`src/rtl/req_rsp_chk_pkg.sv`:
```
// req_rsp_chk_pkg: shared types and parameter defaults for the request/response
// latency checker.
//   chan_state_e : per-channel FSM state (IDLE / WAIT)
//   err_evt_t    : one-cycle error event bundle {early, tmo, proto}
//   DEF_*        : default values for NUM_CH, CNT_W, ERR_CNT_W
package req_rsp_chk_pkg;

  localparam int unsigned DEF_NUM_CH    = 4;
  localparam int unsigned DEF_CNT_W     = 8;
  localparam int unsigned DEF_ERR_CNT_W = 16;

  typedef enum logic {
    ST_IDLE = 1'b0,
    ST_WAIT = 1'b1
  } chan_state_e;

  typedef struct packed {
    logic early;
    logic tmo;
    logic proto;
  } err_evt_t;

endpackage

```
`src/rtl/req_rsp_chan.sv`:
```
// req_rsp_chan: single-channel request/response latency checker.
// Tracks one outstanding request, counts its latency and judges the response
// against the window captured at the request rise.
// Optional macro REQ_RSP_CHK_STAT_EN adds o_pass / o_lat for latency stats.
// Ports:
//   clk, rst_n            clock, asynchronous active-low reset
//   i_run                 checking active (enable and valid config)
//   i_cfg_min, i_cfg_max  latency window, captured on request rise
//   i_req, i_rsp          request level, response pulse
//   o_busy                request outstanding (state WAIT)
//   o_evt                 error events judged at this edge (combinational)
//   o_pass, o_lat         (stat build) passing response and its latency
module req_rsp_chan
  import req_rsp_chk_pkg::*;
#(
  parameter int unsigned CNT_W = DEF_CNT_W
) (
  input  logic             clk,
  input  logic             rst_n,
  input  logic             i_run,
  input  logic [CNT_W-1:0] i_cfg_min,
  input  logic [CNT_W-1:0] i_cfg_max,
  input  logic             i_req,
  input  logic             i_rsp,
  output logic             o_busy,
  output err_evt_t         o_evt
`ifdef REQ_RSP_CHK_STAT_EN
  ,
  output logic             o_pass,
  output logic [CNT_W-1:0] o_lat
`endif
);

  chan_state_e      r_state, w_state_nxt;
  logic [CNT_W-1:0] r_lat, w_lat_nxt;
  logic [CNT_W-1:0] r_min, w_min_nxt;
  logic [CNT_W-1:0] r_max, w_max_nxt;
  logic             r_req_d;
  logic             w_rise;

  assign w_rise = i_req & ~r_req_d;
  assign o_busy = (r_state == ST_WAIT);

  always_ff @(posedge clk or negedge rst_n) begin
    if (!rst_n) begin
      r_state <= ST_IDLE;
      r_lat   <= '0;
      r_min   <= '0;
      r_max   <= '0;
      r_req_d <= 1'b0;
    end else begin
      r_state <= w_state_nxt;
      r_lat   <= w_lat_nxt;
      r_min   <= w_min_nxt;
      r_max   <= w_max_nxt;
      r_req_d <= i_req;
    end
  end

  // r_lat holds the latency that the coming edge represents: it is 1 right
  // after the rise edge (which itself is L=0) and stays 0 while IDLE.
  always_comb begin
    w_state_nxt = r_state;
    w_lat_nxt   = r_lat;
    w_min_nxt   = r_min;
    w_max_nxt   = r_max;
    o_evt       = '0;
    if (!i_run) begin
      w_state_nxt = ST_IDLE;
      w_lat_nxt   = '0;
    end else begin
      case (r_state)
        ST_IDLE: begin
          w_lat_nxt = '0;
          if (w_rise) begin
            w_min_nxt = i_cfg_min;
            w_max_nxt = i_cfg_max;
            if (i_rsp) begin
              // Response in the rise cycle is judged as L=0 right here.
              o_evt.early = (i_cfg_min != '0);
            end else begin
              w_state_nxt = ST_WAIT;
              w_lat_nxt   = CNT_W'(1);
            end
          end else if (i_rsp) begin
            o_evt.proto = 1'b1;
          end
        end
        ST_WAIT: begin
          if (w_rise) o_evt.proto = 1'b1;
          // With r_max all-ones this can never hold, so timeout is disabled.
          if (r_lat > r_max) begin
            o_evt.tmo   = 1'b1;
            w_state_nxt = ST_IDLE;
            w_lat_nxt   = '0;
          end else if (i_rsp) begin
            o_evt.early = (r_lat < r_min);
            w_state_nxt = ST_IDLE;
            w_lat_nxt   = '0;
          end else if (r_lat != '1) begin
            w_lat_nxt = r_lat + CNT_W'(1);
          end
        end
        default: begin
          w_state_nxt = ST_IDLE;
          w_lat_nxt   = '0;
        end
      endcase
    end
  end

`ifdef REQ_RSP_CHK_STAT_EN
  // r_lat is zero in IDLE, so it also reports L=0 for a rise-cycle response.
  assign o_pass = i_run & i_rsp & (w_rise | (r_state == ST_WAIT)) &
                  ~o_evt.early & ~o_evt.tmo;
  assign o_lat  = r_lat;
`endif

endmodule

```
`config.mk`:
```
export PLATFORM = sky130hd
export DESIGN_NAME = req_rsp_chan
export DESIGN_NICKNAME = d
export VERILOG_FILES = /design/src/rtl/req_rsp_chk_pkg.sv /design/src/rtl/req_rsp_chan.sv
export SDC_FILE = /design/constraint.sdc
export NUM_CORES = 1
export LEC_CHECK = 0
export BUFFER_PORTS_ARGS = -buffer_cell sky130_fd_sc_hd__buf_2
export CORE_UTILIZATION = 50
export DETAILED_ROUTE_END_ITERATION = 12
export PLACE_DENSITY = 0.72
export SYNTH_ARGS = -nofsm -noshare
export SYNTH_HDL_FRONTEND = slang
export SYNTH_SLANG_ARGS = --single-unit
export TNS_END_PERCENT = 100
```
`constraint.sdc`:
```
create_clock -name clk -period 2.9 [get_ports clk]
set_input_delay 0.145 -clock clk [delete_from_list [all_inputs] [get_ports clk]]
set_output_delay 0.145 -clock clk [all_outputs]
set_load 0.02 [all_outputs]
```
# Word-level counts from Yosys, hierarchy flattened
# Cells that the tools add are included.
# W data, S select, Z words.
# word_totals
input_bits,21
register_bits,26
wordCells,39
# op_classes
add_sub_neg,1
order_cmp,2
n_mux,24
bitwise,3
reduce_logical,2
n_eq_ne,2
# ops
cell,n
$mux W8,4
$pmux W8 S2,1
$mux W1,15
$add A8 B1 Y8 const B,1
$gt A8 B8 Y1,1
$lt A8 B8 Y1,1
$ne A8 B8 Y1 const B,1
$reduce_bool A8 Y1,1
$pmux W1 S2,3
$ne A5 B3 Y1 const B,1
$mux W3,1
$reduce_and A3 Y1,1
$not A1 Y1,2
$and A1 B1 Y1,1

# Logic depth before layout (Yosys ltp)
# Gate-level depths: netlist of the first run.
# depth
ltp_word,6
ltp_mapped,7
ltp_nobuf,7

# Worst setup path before layout of the first run
# OpenSTA, ideal clock, no wires.
# synth_path
path_type,register -> output
start,register r_lat[1]
end,output port o_evt[2] (netlist bit)
path_stages_with_launch,7
setup_slack_ns,0.960
arrival_time_ns,1.795
required_ns,2.755
path_cell_list,dfrtp_1 ha_1 nor2b_1 o211ai_1 a211o_2 nand2_2 o41ai_2
# synth_lines
item,line_no,source
from (decl),req_rsp_chan.sv:35,"logic [CNT_W-1:0] r_lat, w_lat_nxt;"
from (signal assigned),req_rsp_chan.sv:53,r_lat <= w_lat_nxt;
to (decl),req_rsp_chan.sv:26,output err_evt_t o_evt

==> results of run 1 <==
[stage by stage]
stage	worst slack, ps	hold slack (ps)
6_report	549.0	12.24
5_1_grt	403.6	19.78
4_1_cts	516.2	6.539
3_5_place_dp	907.2	180.4
3_3_place_gp	976.8	174.1
2_1_floorplan	959.6	-150.6
[layout make-up]
type / count / area [um^2] / share of cell area
multi-input cells: 113 / 774.5 / 0.4502
flip-flops and latches: 26 / 650.6 / 0.3782
repair buffers: 27 / 147.6 / 0.08582
inverters: 15 / 56.30 / 0.03273
well taps: 31 / 38.79 / 0.02255
clock inverters: 1 / 30.03 / 0.01745
clock buffers: 3 / 22.52 / 0.01309
[cells by family (layout without fill, tap and decap cells)]
kind of cell / count (synthesis) / in the layout
compound gates: 39 / 39
xor+xnor: 2 / 2
fa+ha+maj: 16 / 16
buf+inv: 19 / 46
flops: 26 / 26
mux: 3 / 3
simple gates: 53 / 53
[final timing paths]
check | startpoint | endpoint | slack, ps | cells past startpoint
max reg2reg | r_req_d$_DFF_PN0_ | r_min[0]$_DFFE_PN0P_ | 1060 | 4
min | i_cfg_max[4] | r_max[4]$_DFFE_PN0P_ | 10 | 3
min in group asynchronous | rst_n | r_lat[0]$_DFFE_PN0P_ | 330 | 2
min reg2reg | r_min[0]$_DFFE_PN0P_ | r_min[0]$_DFFE_PN0P_ | 510 | 1
max | r_lat[1]$_DFFE_PN0P_ | o_evt[2] | 550 | 7
max in group asynchronous | rst_n | r_min[1]$_DFFE_PN0P_ | 2190 | 2
[metal layers]
| layer | up-vias | GRT usage | routed length, um | part of all wire |
|---|---|---|---|---|
| li1 | 609 | - | - | - |
| met1 | 577 | 0.2751 | 1420 | 0.45 |
| met2 | 41 | 0.3496 | 1512 | 0.48 |
| met3 | 6 | 0.03628 | 161 | 0.051 |
| met4 | 0 | 0.09059 | 56 | 0.018 |
| met5 | - | 0 | 0 | 0 |
[worst register-to-register path, delay by kind of cell, from the launching register on]
family	cells	cell delay (ps)
flops	1	390
mux	1	330
buf+inv	1	300
simple gates	2	710
[Yosys cell counts, drive strengths merged, types with 3 or more instances]
cell type	instances
a21oi	10
buf	3
dfrtp	26
ha	16
inv	15
nand2	21
nand3	4
nand4	4
nor2	7
nor2b	4
o21ai	20
[what timing repair did]
action                                 CTS  global route
buffers inserted                         0             0
hold buffers                             2             0
gates resized for setup                  0             0
endpoints found under the hold margin   27             0
[power groups by stage]
| stage | logic [uW] | registers, uW | clock network, uW |
|---|---|---|---|
| finish | 155 | 419 | 250 |
| global route | 178 | 423 | 267 |
| CTS | 156 | 420 | 255 |
| detailed placement | 153 | 427 | 0 |
| global placement | 144 | 426 | 0 |
| floorplan | 101 | 423 | 0 |
[sequential cells by signal, summed over array words and instances, names as in the netlist]
register  flops
r_lat         8
r_req_d       1
o_busy        1
r_min         8
r_max         8
==> results.sh, run 1 <==
export IMPL_row_count=19
export IMPL_tightest_slew_ps=579.8
export IMPL_path_cells="ha_1 > nor2b_1 > o211ai_1 > a211o_2 > nand2_2 > o41ai_2 > buf_2"
export IMPL_ant_nets=0
export IMPL_synth_top_family_by_area="simple AND/OR/NAND/NOR gates"
export IMPL_swShare=0.2613
export IMPL_p_int_uw=609.0
export IMPL_mostFrequentLayoutCell="dfrtp_1"
export IMPL_clock_power_share=0.304
export IMPL_dpl_cell_area_um2=1648
export IMPL_finalSetupTns_ps=0
export IMPL_max_freq_mhz=425.4
export IMPL_grt_antenna_before_repair=0
export IMPL_cts_buffer_depth=2
export IMPL_power_leakage_uw=0.0008389
export IMPL_tritoncts="done"
export IMPL_cp_max_fo=5
export IMPL_vdd_drop_max_mv=0.3869
export IMPL_outcome="complete, but fails checks"
export IMPL_htreeDepth=1
export IMPL_synthFlopType="dfrtp_1"
export IMPL_ys_seq_area_frac=0.4301
export IMPL_fill_cells=250
export IMPL_synth_simple_area_share=0.1869
export IMPL_syn_nets=195
export IMPL_dieArea_um2=3250
export IMPL_critPathCaptureType="primary output"
export IMPL_ys_seq_elements=26
export IMPL_yosysTopAreaCellShare=0.4301
export IMPL_power_density_nw_per_um2=479.2
export IMPL_yosysWarnings=0
export IMPL_synth_area_um2=1513
export IMPL_muxShareOfSynthArea=0.02151
export IMPL_rsz0062_at_grt="no"
export IMPL_wl_per_cell_um=14.58
export IMPL_fin_nets=223
export IMPL_maxSlewHeadroom=0.6135
export IMPL_arrival_ps=2210
export IMPL_clkSlewWorstSetupHoldPaths_ps=140
export IMPL_synthToLayoutAreaGrowth_pct=13.73
export IMPL_min_period_ps=2351
export IMPL_hold_class="input pin to flop"
export IMPL_grt_overflow_total=0
export IMPL_design_area_um2=1720
export IMPL_via_count=1233
export IMPL_synth_distinct_cells=37
export IMPL_finClkSkew_ps=3.390
export IMPL_layout_common_cells="dfrtp_1 (26), buf_2 (24), nand2_1 (20), o21ai_0 (19), ha_1 (16)"
export IMPL_power_total_uw=824.4
export IMPL_crit_buf_inv=1
export IMPL_combPwrFrac=0.188
export IMPL_drv_cap=0
export IMPL_die_w_um=57.01
export IMPL_dp_cells=210
export IMPL_critical_path_max_stage_delay_ps=460
export IMPL_grt_util_all_layers=0.2114
export IMPL_final_cells=216
export IMPL_synthArstFlopShare=1.000
export IMPL_worstSetupPathType="flop to primary output"
export IMPL_p_seq_frac=0.508
export IMPL_hold_viol_final=0
export IMPL_drc_errors=2
export IMPL_first_pass_iters=11
export IMPL_insertion_delay_ps=320
export IMPL_insertedDiodeCount=0
export IMPL_grt_start_max_net_pins=27
export IMPL_initialDrtViolationCount=67
export IMPL_avgSynthCellArea_um2=9.574
export IMPL_drive_above_1_share=0.2054
export IMPL_synthCells=158
export IMPL_yosysTopAreaCell="dfrtp_1"
export IMPL_synth_compound_area_frac=0.1596
export IMPL_grt_pass1_vias=1164
export IMPL_cp_required_ps=2760
export IMPL_critPathTopFamily="compound AO/OA/AOI/OAI gates"
export IMPL_violations="design-rule violations"
export IMPL_post_dp_hpwl_mm=2.416
export IMPL_routed_wl_mm=3.150
export IMPL_synth_fa_ha_area_frac=0.1323
export IMPL_p_sw_uw=215.4
export IMPL_grt_first_pass_wirelength_mm=5.202
export IMPL_clockRootBuffer="clkbuf_4"
export IMPL_synth_edf_count=0
export IMPL_post_drt_via_cell_ratio=5.708
export IMPL_synth_xor_xnor_area_share=0.01158
export IMPL_fin_util=0.6133
export IMPL_finalMaxSlewViolations=0
export IMPL_cts_buffers=3
export IMPL_core_um2=2805
export IMPL_synthTopCellsByArea="dfrtp_1 (43%), ha_1 (13%), o21ai_0 (6.3%), nand2_1 (5.0%), inv_1 (3.7%)"
export IMPL_die_y_um=57.01
export IMPL_slowest_stage="dfrtp_1"
export IMPL_setup_viol=0
export IMPL_start_kind="flop"
export IMPL_initial_core_util=0.5393
export IMPL_fin_crit_sh=0.8107
export IMPL_cts_sinks=26
export IMPL_io_pins=25
export IMPL_gp_congestion=0.9070
export IMPL_place_port_buffers=24
Power figures use the tool's default switching activity.
==> inputs of run 2 (changes only) <==
--- a/config.mk
+++ b/config.mk
@@ -5,10 +5,11 @@
 export SDC_FILE = /design/constraint.sdc
 export NUM_CORES = 1
 export LEC_CHECK = 0
+export ABC_AREA = 1
 export BUFFER_PORTS_ARGS = -buffer_cell sky130_fd_sc_hd__buf_2
 export CORE_UTILIZATION = 50
 export DETAILED_ROUTE_END_ITERATION = 12
-export PLACE_DENSITY = 0.72
+export PLACE_DENSITY = 0.74
 export SYNTH_ARGS = -nofsm -noshare
 export SYNTH_HDL_FRONTEND = slang
 export SYNTH_SLANG_ARGS = --single-unit
==> constraint.sdc (replaced) <==
create_clock -name clk -period 2.1 [get_ports clk]
set_input_delay 0.105 -clock clk [delete_from_list [all_inputs] [get_ports clk]]
set_output_delay 0.105 -clock clk [all_outputs]
set_load 0.02 [all_outputs]
==> run 2 against run 1 <==
  * The flow now finishes without violations
  * Via count rose by 25%
  * Worst hold slack got worse by 5.2 ps
  * Critical endpoint unchanged
  * Sequential power rose by 40%
  * Power rose by 34%
  * Combinational power rose by 63%
  * Clock power rose by 6%
  * Highest routed layer unchanged
==> results.sh, run 2 <==
export IMPL_outcome="finished, final reports clean"
export IMPL_finalMaxSlewViolations=0
export IMPL_cp_required_ps=2000
export IMPL_mostFrequentLayoutCell="nand2_1"
export IMPL_critPathCapture="o_evt[2]"
export IMPL_insertion_delay_ps=330
export IMPL_grt_antenna_before_repair=0
export IMPL_maxSlewHeadroom=0.6097
export IMPL_yosysTopAreaCellShare=0.3801
export IMPL_synthFlopType="dfrtp_1"
export IMPL_regToRegSetupSlack_ps=200
export IMPL_finalSetupTns_ps=0
export IMPL_core_um2=3153
export IMPL_grt_overflow_total=0
export IMPL_synthCells=220
export IMPL_via_count=1542
export IMPL_grt_pass1_vias=1332
export IMPL_grt_start_max_net_pins=32
export IMPL_place_port_buffers=24
export IMPL_cp_max_fo=6
export IMPL_vdd_drop_max_mv=0.3937
export IMPL_initial_core_util=0.5429
export IMPL_rsz0062_at_grt="yes"
export IMPL_setup_viol=0
export IMPL_gp_congestion=0.8633
export IMPL_drive_above_1_share=0.2567
export IMPL_hold_viol_final=0
export IMPL_syn_nets=257
export IMPL_wl_per_cell_um=12.46
export IMPL_r2r_cells=10
export IMPL_drv_cap=0
export IMPL_first_pass_iters=6
export IMPL_final_cells=305
export IMPL_rr_endpoint="r_lat[4]$_DFFE_PN0P_"
export IMPL_post_dp_hpwl_mm=2.685
export IMPL_yosysWarnings=0
export IMPL_slowest_stage="dfrtp_2"
export IMPL_fin_crit_sh=0.9946
export IMPL_layout_common_cells="nand2_1 (45), inv_1 (39), buf_2 (22), dfrtp_1 (22), nor2_1 (19)"
export IMPL_ys_seq_elements=26
export IMPL_worstReg2RegStart="r_lat[4]$_DFFE_PN0P_"
export IMPL_synthTopCellsByArea="dfrtp_1 (38%), ha_1 (12%), nand2_1 (9.9%), inv_1 (8.8%), a21oi_1 (4.4%)"
export IMPL_row_count=20
export IMPL_reg_top3="r_lat (8), r_max (8), r_min (8)"
export IMPL_post_synth_top_count_cell="nand2_1"
export IMPL_synthToLayoutAreaGrowth_pct=22.51
export IMPL_worstSetupPathType="flop to primary output"
export IMPL_critical_path_max_stage_delay_ps=490
export IMPL_start_kind="flop"
export IMPL_insertedDiodeCount=0
export IMPL_tritoncts="done"
export IMPL_crit_start="r_lat[4]$_DFFE_PN0P_"
export IMPL_clkSlewWorstSetupHoldPaths_ps=150
export IMPL_hold_class="input pin to flop"
export IMPL_dieArea_um2=3661
export IMPL_post_drt_via_cell_ratio=5.056
export IMPL_finClkSkew_ps=13.15
export IMPL_cts_sinks=26
export IMPL_dp_cells=288
export IMPL_die_w_um=60.51
export IMPL_fin_nets=299
export IMPL_power_total_uw=1105
export IMPL_path_cells="ha_1 > nand2_1 > nor2_2 > nand4_1 > nand2_4 > nand3_1 > a21oi_2 > buf_4"
export IMPL_synth_distinct_cells=28
export IMPL_synth_edf_count=0
export IMPL_grt_util_all_layers=0.2203
export IMPL_htreeDepth=1
export IMPL_tightest_slew_ps=585.5
export IMPL_clockRootBuffer="clkbuf_4"
export IMPL_io_pins=25
export IMPL_arrival_ps=1980
export IMPL_max_freq_mhz=478.8
export IMPL_initialDrtViolationCount=28
export IMPL_cts_buffer_depth=2
export IMPL_power_density_nw_per_um2=527.0
export IMPL_routed_wl_mm=3.799
export IMPL_avgSynthCellArea_um2=7.780
export IMPL_whs_ps=7.085
export IMPL_grt_first_pass_wirelength_mm=5.934
export IMPL_power_leakage_uw=0.001178
export IMPL_cts_buffers=3
export IMPL_min_period_ps=2089
export IMPL_ant_nets=0
export IMPL_synthArstFlopShare=1.000
export IMPL_drc_errors=0
export IMPL_yosysTopAreaCell="dfrtp_1"
export IMPL_synthTopCellsByCount="nand2_1 (45), inv_1 (40), dfrtp_1 (26), nor2_1 (19), ha_1 (16)"
export IMPL_die_y_um=60.51
export IMPL_synth_area_um2=1712
export IMPL_critPathCaptureType="primary output"
export IMPL_ys_seq_area_frac=0.3801
## run 2: cell types whose count changed after synthesis, moves of 4 or more
cell	change
nand3_1	+7
o21ai_0	-7
nor2_2	+5
nor2_1	+12
inv_1	+25
nand2_1	+25
nor2b_1	-4
nand4_1	+6
a21oi_1	+5
## run 2: per-layer routing
metal  up-vias  wire length, um  GRT usage
met5         -                0          0
met4         0              105    0.08117
met3        12              140    0.04051
met2        36             1849     0.3673
met1       706             1704     0.2865
li1        788                -          -
## run 2: how the worst min path moves through the flow
stage,start,end,slack (ps),cells past startpoint
2_1_floorplan,rst_n,o_busy$_DFF_PN0_,-190,0
3_3_place_gp,rst_n,r_lat[0]$_DFFE_PN0P_,140,1
3_5_place_dp,rst_n,r_lat[0]$_DFFE_PN0P_,140,1
4_1_cts,i_cfg_max[3],r_max[3]$_DFFE_PN0P_,8,3
5_1_grt,i_cfg_min[1],r_min[1]$_DFFE_PN0P_,1,3
6_report,i_cfg_max[7],r_max[7]$_DFFE_PN0P_,7,3
## run 2: layout make-up
class                           instances  area [um^2]
Multi-Input combinational cell        147        912.1
Clock buffer                            4        36.28
Inverter                               42        157.7
Tap cell                               44        55.05
Timing Repair Buffer                   42        280.3
Sequential cell                        26        655.6
Fill cell                             289         1056
## run 2: repair_timing
item,CTS,global route
cloned,0,0
pin swaps,1,8
hold endpoints to repair,28,2
setup buffers,6,2
setup endpoints to repair,1,2
hold buffers,3,2
resized for setup,3,12
## run 2: cells by family (layout without fill, tap and decap cells)
group | Yosys count | in the layout | synth area share
flops | 26 | 26 | 0.3801
simple gates | 99 | 99 | 0.2895
mux | 1 | 1 | 0.006578
fa+ha+maj | 16 | 16 | 0.1170
buf+inv | 47 | 88 | 0.1104
compound gates | 31 | 31 | 0.09649
## run 2: metrics by stage
step / setup WS (ps) / cell area, um^2 / utilization
global route: -110.1 / 2097 / 0.6651
floorplan: 306.5 / 1712 / -
global placement: 297.5 / 1893 / 0.6004
finish: 11.27 / 2097 / 0.6651
CTS: 23.64 / 2013 / 0.6385
detailed placement: 277.1 / 1893 / 0.6004
## run 2: where the power goes
group	switching, uW	internal (uW)	leakage, uW	total, uW
Sequential	27.3	560	0.000317	587
Combinational	150	103	0.000840	253
Clock	158	106	0.0000210	265
Total	336	769	0.00118	1110
## run 2: worst max-delay path, delay by kind of cell (launching register included)
kind	cells	cell delay, ps
adder cells (fa/ha/maj)	1	300
AND/OR/NAND/NOR	5	560
buffers and inverters	1	150
AO/OA/AOI/OAI	1	160
flip-flops	1	490
